--- config.mk ---
export PLATFORM = sky130hd
export DESIGN_NAME = exec_ctrl
export DESIGN_NICKNAME = d
export VERILOG_FILES = /design/src/rtl/exec_ctrl_pkg.sv /design/src/rtl/exec_ctrl_branch_cmp.sv /design/src/rtl/exec_ctrl.sv
export SDC_FILE = /design/constraint.sdc
export NUM_CORES = 1
export LEC_CHECK = 0
export CORE_UTILIZATION = 35
export CTS_CLUSTER_DIAMETER = 100
export DETAILED_ROUTE_END_ITERATION = 8
export PLACE_DENSITY = 0.7
export SETUP_SLACK_MARGIN = 0.4
export SYNTH_ARGS = -nofsm -noshare
export SYNTH_HDL_FRONTEND = slang
export SYNTH_SLANG_ARGS = --single-unit
--- constraint.sdc ---
create_clock -name clk -period 4.43 [get_ports clk]
set_input_delay 1.1075 -clock clk [delete_from_list [all_inputs] [get_ports clk]]
set_output_delay 1.1075 -clock clk [all_outputs]
set_load 0.005 [all_outputs]
--- src/rtl/exec_ctrl_pkg.sv ---
// Shared constants and types for the execute-stage controller.
package exec_ctrl_pkg;

  // Major opcodes recognised by the controller
  localparam logic [6:0] OP_REG    = 7'b0110011;
  localparam logic [6:0] OP_IMM    = 7'b0010011;
  localparam logic [6:0] OP_LOAD   = 7'b0000011;
  localparam logic [6:0] OP_AUIPC  = 7'b0010111;
  localparam logic [6:0] OP_LUI    = 7'b0110111;
  localparam logic [6:0] OP_STORE  = 7'b0100011;
  localparam logic [6:0] OP_BRANCH = 7'b1100011;
  localparam logic [6:0] OP_JAL    = 7'b1101111;
  localparam logic [6:0] OP_JALR   = 7'b1100111;

  // Branch condition encodings
  localparam logic [2:0] F3_BEQ  = 3'b000;
  localparam logic [2:0] F3_BNE  = 3'b001;
  localparam logic [2:0] F3_BLT  = 3'b100;
  localparam logic [2:0] F3_BGE  = 3'b101;
  localparam logic [2:0] F3_BLTU = 3'b110;
  localparam logic [2:0] F3_BGEU = 3'b111;

  // Trap causes
  localparam logic [1:0] CAUSE_ILLEGAL  = 2'd0;
  localparam logic [1:0] CAUSE_MISALIGN = 2'd1;
  localparam logic [1:0] CAUSE_TIMEOUT  = 2'd2;

  typedef enum logic [1:0] {
    ST_IDLE,
    ST_DISPATCH,
    ST_WAIT_ALU,
    ST_COMMIT
  } state_t;

  // True for opcodes whose result comes from the external ALU
  function automatic logic is_alu_op(input logic [6:0] op);
    logic r;
    case (op)
      OP_REG, OP_IMM, OP_LOAD, OP_AUIPC, OP_LUI, OP_STORE: r = 1'b1;
      default:                                             r = 1'b0;
    endcase
    return r;
  endfunction

endpackage

--- src/rtl/exec_ctrl_branch_cmp.sv ---
// Branch condition evaluator: decides taken / illegal from func3 and operands.
module branch_cmp
  import exec_ctrl_pkg::*;
#(
  parameter int XLEN = 32
) (
  input  logic [2:0]      func3,
  input  logic [XLEN-1:0] op_a,
  input  logic [XLEN-1:0] op_b,
  output logic            taken,
  output logic            illegal
);

  // Pure compare; encodings 010/011 have no meaning and are flagged illegal
  always_comb begin
    taken   = 1'b0;
    illegal = 1'b0;
    case (func3)
      F3_BEQ:  taken = (op_a == op_b);
      F3_BNE:  taken = (op_a != op_b);
      F3_BLT:  taken = ($signed(op_a) <  $signed(op_b));
      F3_BGE:  taken = ($signed(op_a) >= $signed(op_b));
      F3_BLTU: taken = (op_a <  op_b);
      F3_BGEU: taken = (op_a >= op_b);
      default: illegal = 1'b1;
    endcase
  end

endmodule

--- src/rtl/exec_ctrl.sv ---
// Execute-stage controller: accepts one decoded instruction at a time,
// resolves branches/jumps locally, hands ALU-class work to an external ALU
// and produces single-cycle commit pulses for the register file and PC.
module exec_ctrl
  import exec_ctrl_pkg::*;
#(
  parameter int XLEN        = 32,
  parameter int IBUS_W      = 37,
  parameter int ALU_TIMEOUT = 15
) (
  input  logic              clk,
  input  logic              rst_n,
  input  logic              issue_valid,
  output logic              issue_ready,
  input  logic [6:0]        opcode,
  input  logic [2:0]        func3,
  input  logic [XLEN-1:0]   pc,
  input  logic [XLEN-1:0]   rs1_value,
  input  logic [XLEN-1:0]   rs2_value,
  input  logic [XLEN-1:0]   imm,
  input  logic [IBUS_W-1:0] instr_bus,
  input  logic              rd_valid,
  output logic              alu_req,
  output logic [IBUS_W-1:0] alu_instr_bus,
  input  logic              alu_done,
  input  logic [XLEN-1:0]   alu_result,
  output logic              rd_write,
  output logic [XLEN-1:0]   rd_data,
  output logic              pc_update,
  output logic              pc_j_valid,
  output logic [XLEN-1:0]   next_pc,
  output logic              trap,
  output logic [1:0]        trap_cause,
  output logic [XLEN-1:0]   display_out,
  output logic              busy
);

  state_t state, state_next;

  logic [6:0]        opcode_q;
  logic [2:0]        func3_q;
  logic [XLEN-1:0]   pc_q, rs1_q, rs2_q, imm_q;
  logic [IBUS_W-1:0] ibus_q;
  logic              rd_valid_q;
  logic [7:0]        wait_cnt;

  logic [XLEN-1:0]   pc_plus4, rel_target, jalr_sum, jalr_target, jump_target;
  logic              br_taken, br_illegal;

  logic              cnt_clear, cnt_inc;
  logic              c_rd_write, c_pc_update, c_pc_j_valid, c_trap;
  logic [XLEN-1:0]   c_rd_data, c_next_pc;
  logic [1:0]        c_cause;

  // Address arithmetic wraps modulo 2^XLEN; JALR clears bit 0 of its sum
  assign pc_plus4    = pc_q + XLEN'(4);
  assign rel_target  = pc_q + imm_q;
  assign jalr_sum    = rs1_q + imm_q;
  assign jalr_target = jalr_sum & ~XLEN'(1);
  assign jump_target = (opcode_q == OP_JAL) ? rel_target : jalr_target;

  branch_cmp #(.XLEN(XLEN)) u_branch_cmp (
    .func3   (func3_q),
    .op_a    (rs1_q),
    .op_b    (rs2_q),
    .taken   (br_taken),
    .illegal (br_illegal)
  );

  assign issue_ready   = (state == ST_IDLE);
  assign busy          = (state != ST_IDLE);
  assign alu_req       = ((state == ST_DISPATCH) && is_alu_op(opcode_q)) || (state == ST_WAIT_ALU);
  assign alu_instr_bus = ibus_q;

  // State register; reset drops straight to IDLE even mid-wait
  always_ff @(posedge clk or negedge rst_n) begin
    if (!rst_n) state <= ST_IDLE;
    else        state <= state_next;
  end

  // Next state plus the commit results that are registered on entry to COMMIT
  always_comb begin
    state_next   = state;
    cnt_clear    = 1'b0;
    cnt_inc      = 1'b0;
    c_rd_write   = 1'b0;
    c_rd_data    = '0;
    c_pc_update  = 1'b0;
    c_pc_j_valid = 1'b0;
    c_next_pc    = '0;
    c_trap       = 1'b0;
    c_cause      = CAUSE_ILLEGAL;
    case (state)
      ST_IDLE: begin
        if (issue_valid) state_next = ST_DISPATCH;
      end
      ST_DISPATCH: begin
        if (is_alu_op(opcode_q)) begin
          state_next = ST_WAIT_ALU;
          cnt_clear  = 1'b1;
        end else begin
          state_next = ST_COMMIT;
          case (opcode_q)
            OP_BRANCH: begin
              if (br_illegal) begin
                c_trap  = 1'b1;
                c_cause = CAUSE_ILLEGAL;
              end else if (br_taken && (rel_target[1:0] != 2'b00)) begin
                c_trap  = 1'b1;
                c_cause = CAUSE_MISALIGN;
              end else begin
                c_pc_update  = 1'b1;
                c_pc_j_valid = br_taken;
                c_next_pc    = br_taken ? rel_target : pc_plus4;
              end
            end
            OP_JAL, OP_JALR: begin
              if (jump_target[1:0] != 2'b00) begin
                c_trap  = 1'b1;
                c_cause = CAUSE_MISALIGN;
              end else begin
                c_pc_update  = 1'b1;
                c_pc_j_valid = 1'b1;
                c_next_pc    = jump_target;
                c_rd_write   = rd_valid_q;
                c_rd_data    = pc_plus4;
              end
            end
            default: begin
              c_trap  = 1'b1;
              c_cause = CAUSE_ILLEGAL;
            end
          endcase
        end
      end
      ST_WAIT_ALU: begin
        if (alu_done) begin
          state_next  = ST_COMMIT;
          c_rd_write  = rd_valid_q && (opcode_q != OP_STORE);
          c_rd_data   = alu_result;
          c_pc_update = 1'b1;
          c_next_pc   = pc_plus4;
        end else if (wait_cnt == 8'(ALU_TIMEOUT - 1)) begin
          state_next = ST_COMMIT;
          c_trap     = 1'b1;
          c_cause    = CAUSE_TIMEOUT;
        end else begin
          cnt_inc = 1'b1;
        end
      end
      ST_COMMIT: begin
        state_next = ST_IDLE;
      end
      default: state_next = ST_IDLE;
    endcase
  end

  // Operand capture on an accepted handshake; ignored at all other times
  always_ff @(posedge clk or negedge rst_n) begin
    if (!rst_n) begin
      opcode_q   <= '0;
      func3_q    <= '0;
      pc_q       <= '0;
      rs1_q      <= '0;
      rs2_q      <= '0;
      imm_q      <= '0;
      ibus_q     <= '0;
      rd_valid_q <= 1'b0;
    end else if ((state == ST_IDLE) && issue_valid) begin
      opcode_q   <= opcode;
      func3_q    <= func3;
      pc_q       <= pc;
      rs1_q      <= rs1_value;
      rs2_q      <= rs2_value;
      imm_q      <= imm;
      ibus_q     <= instr_bus;
      rd_valid_q <= rd_valid;
    end
  end

  // Counts WAIT_ALU cycles that ended without alu_done
  always_ff @(posedge clk or negedge rst_n) begin
    if (!rst_n)         wait_cnt <= '0;
    else if (cnt_clear) wait_cnt <= '0;
    else if (cnt_inc)   wait_cnt <= wait_cnt + 8'd1;
  end

  // Commit outputs: pulses last one cycle, data fields hold until next update
  always_ff @(posedge clk or negedge rst_n) begin
    if (!rst_n) begin
      rd_write    <= 1'b0;
      rd_data     <= '0;
      display_out <= '0;
      pc_update   <= 1'b0;
      pc_j_valid  <= 1'b0;
      next_pc     <= '0;
      trap        <= 1'b0;
      trap_cause  <= '0;
    end else begin
      rd_write  <= c_rd_write;
      pc_update <= c_pc_update;
      trap      <= c_trap;
      if (c_rd_write) begin
        rd_data     <= c_rd_data;
        display_out <= c_rd_data;
      end
      if (c_pc_update) begin
        next_pc    <= c_next_pc;
        pc_j_valid <= c_pc_j_valid;
      end
      if (c_trap) trap_cause <= c_cause;
    end
  end

endmodule

==> run summary <==
status: completed
r2r setup slk: 550 ps
clk root buf: clkbuf_16
worst-skew pair later-pin latency: 610 ps
largest net degree at the start of global routing: 103
HP Class: reg -> reg
Mean Syn Cell Area: 10.1 µm²
die width: 212 µm
vias in the first global route: 12.8k
Register Area: 0.00641 mm²
Post-Route Utilization: 0.473
Synth Cell Area: 0.0154 mm²
Final nets: 2156
Top FF cell, synth: dfrtp_1
first-pass GRT wire length: 74600 µm
Initial Utilization: 0.357
Routed WL: 49000 µm
fin crit share: 0.875
Hold Vio Cnt, Final: 0
Least-Margin Pin Slew: 1030 ps
Seq cells post-synth: 256
TritonCTS clock tree: yes
cts bufs inserted: 30
Ports: 354
Syn Inst Count: 1523
max-slew violations: 0
arrival time at the worst endpoint: 4370 ps
layout cell share with drive strength beyond 1: 0.155
CTS max path bufs: 3
die area: 0.0450 mm²
RSZ-0062 raised after global routing: false
Setup CP Type: reg -> reg
TritonRoute pass-1 iters: 7
Synth-to-Final Area Change: 32.6%
top cell type by total area after synthesis: dfrtp_1
Relative slew margins: 0.310
min Tclk post-route: 3880 ps
Netlist cell types: 81
register area share after synthesis: 0.415
pre-CTS WS: 472 ps
Max Clk Rate: 258 MHz
fill cell count: 4091
Final Wtd Congestion: 0.900
multi-input logic area: 0.00837 mm²
Synthesis Warnings: 0
final-report setup violation count: 0
drt wl/cell: 20.0 µm
initial antenna violation count: 3
clock slew seen by the registers of the worst setup and hold paths: 60 ps
top-count cell post-synth: dfrtp_1
top cell type's share of synthesized area: 0.415
DR DRC count: 0
Die H: 212 µm
CTS HTree Levels: 1
Worst EP required: 4920 ps
num rows: 76
port bufs: 353
vias after detailed routing: 12.9k
clk_skew: 41.6 ps
Final WS setup: 552 ps
Clock Sinks: 256
gr ovfl total: 0
Critical Path Start Type: flop
worst hold slack: 499 ps
half-perimeter wire length after placement: 38800 µm
Leak Pwr: 0.00864 µW
FFs w/ async S/R, synth: 1.00
largest cells by area after synthesis: dfrtp_1 (41%), mux2_2 (13%), ha_1 (8.0%), a21oi_1 (3.9%), xnor2_1 (2.9%)
Synthesized Nets: 1836
synth cell count leaders: dfrtp_1 (256), mux2_2 (181), a21oi_1 (120)
hold bufs inserted after CTS: 0
Critical Path End Type: flop
vias per cell: 5.25
post-route ant nets: 0
setup TNS: 0 ps
Max Cap Violations: 0
initial DRC count: 821
area of the core: 0.0433 mm²
GRT Overall Usage: 0.215
critical path peak fanout: 8
number of synthesized flops with an enable pin: 0
maximum VDD drop: 0.359 mV
power per cell area: 835 mW/mm²
## registers in the layout (all words and copies together) (netlist names)
register and cells:
rd_valid_q 1, imm_q 32, trap 1, display_out 32, rs1_q 32, pc_q 32, rd_write 1, func3_q 3
pc_update 1, wait_cnt 8, opcode_q 7, rs2_q 32, state 2, trap_cause 2, alu_instr_bus 37, next_pc 32
pc_j_valid 1
## layer usage
metal  routed length [µm]  GRT usage  vias to the layer above
li1                     -          -                     6096
met1                21700      0.284                     6210
met2                22300      0.352                      497
met3                 4140     0.0583                       61
met4                  872     0.0417                        6
met5                   30          0                        -
## critical path, cell delays in order (launching register included)
cell	delay [ps]
dfrtp_1	430
ha_1	390
nand3_1	190
nor4_1	540
a221oi_1	160
and3_1	260
o2111ai_1	120
o211a_1	200
and3_1	220
o21ai_1	80
buf_4	170
nor2_1	540
a22oi_1	260
a31oi_1	210
## cells by family (layout without fill, tap and decap cells)
group / Yosys count / after routing / share of synthesized area
fa+ha+maj: 101 / 101 / 0.0828
xor+xnor: 95 / 95 / 0.0539
compound gates: 373 / 373 / 0.158
flops: 256 / 256 / 0.415
buf+inv: 149 / 491 / 0.0458
simple gates: 365 / 365 / 0.111
other cells: 0 / 1 / 0
mux: 184 / 184 / 0.134
## path summary, 6_finish.rpt
check	start	to	cells after the start
min	display_out[16]	display_out[16]	2
max in group asynchronous	rst_n	alu_instr_bus[6]	2
min reg2reg	display_out[16]	display_out[16]	2
max	rs1_q[31]	next_pc[15]	13
min in group asynchronous	rst_n	alu_instr_bus[36]	1
max reg2reg	rs1_q[31]	next_pc[15]	13
## through the flow
step                      area, µm²  power (µW)  std cells
after floorplan               15400       11000       1523
after global placement        19400       14300       2392
after detailed placement      19400       14500       2392
after CTS                     20400       17100       2446
after global routing          20500       18400       2450
final                         20500       17100       2451
## area by class of cell
cell class                      instances  area share
Multi-Input combinational cell       1118       0.409
Inverter                               60      0.0110
Antenna cell                            1    0.000122
Clock buffer                           44      0.0422
Clock inverter                         10     0.00544
Sequential cell                       256       0.313
Timing Repair Buffer                  377       0.184
Tap cell                              585      0.0357
## power breakdown
| group | internal (µW) | switching [µW] |
|---|---|---|
| Combinational | 4820 | 5240 |
| Sequential | 3450 | 1140 |
| Clock | 1410 | 1040 |
| Total | 9680 | 7430 |
## cells in the final DEF (no fill, tap or decap), types with 8 or more instances in the layout
cell type        count
ha_1                99
o21ai_0             71
a21o_1              31
nand4_1             20
o21bai_1            15
nand2_1            114
a21oi_1            119
mux2_2             181
nor2_1             110
nor3_1              12
xor2_1              44
clkbuf_16           30
o21ai_1             12
a31oi_1             13
o21a_1              10
o22ai_1             14
buf_4               20
xnor2_1             51
clkbuf_1             8
a22oi_1             10
nand3_1             41
and3_1              14
dfrtp_1            256
clkdlybuf4s50_1    352
inv_1               60
## what timing repair did
item                       in CTS  in global routing
setup endpoints to repair       0                 33
buffers inserted                0                  4
resized for setup               0                  3
Note: power is estimated with default switching activity, not from simulation.
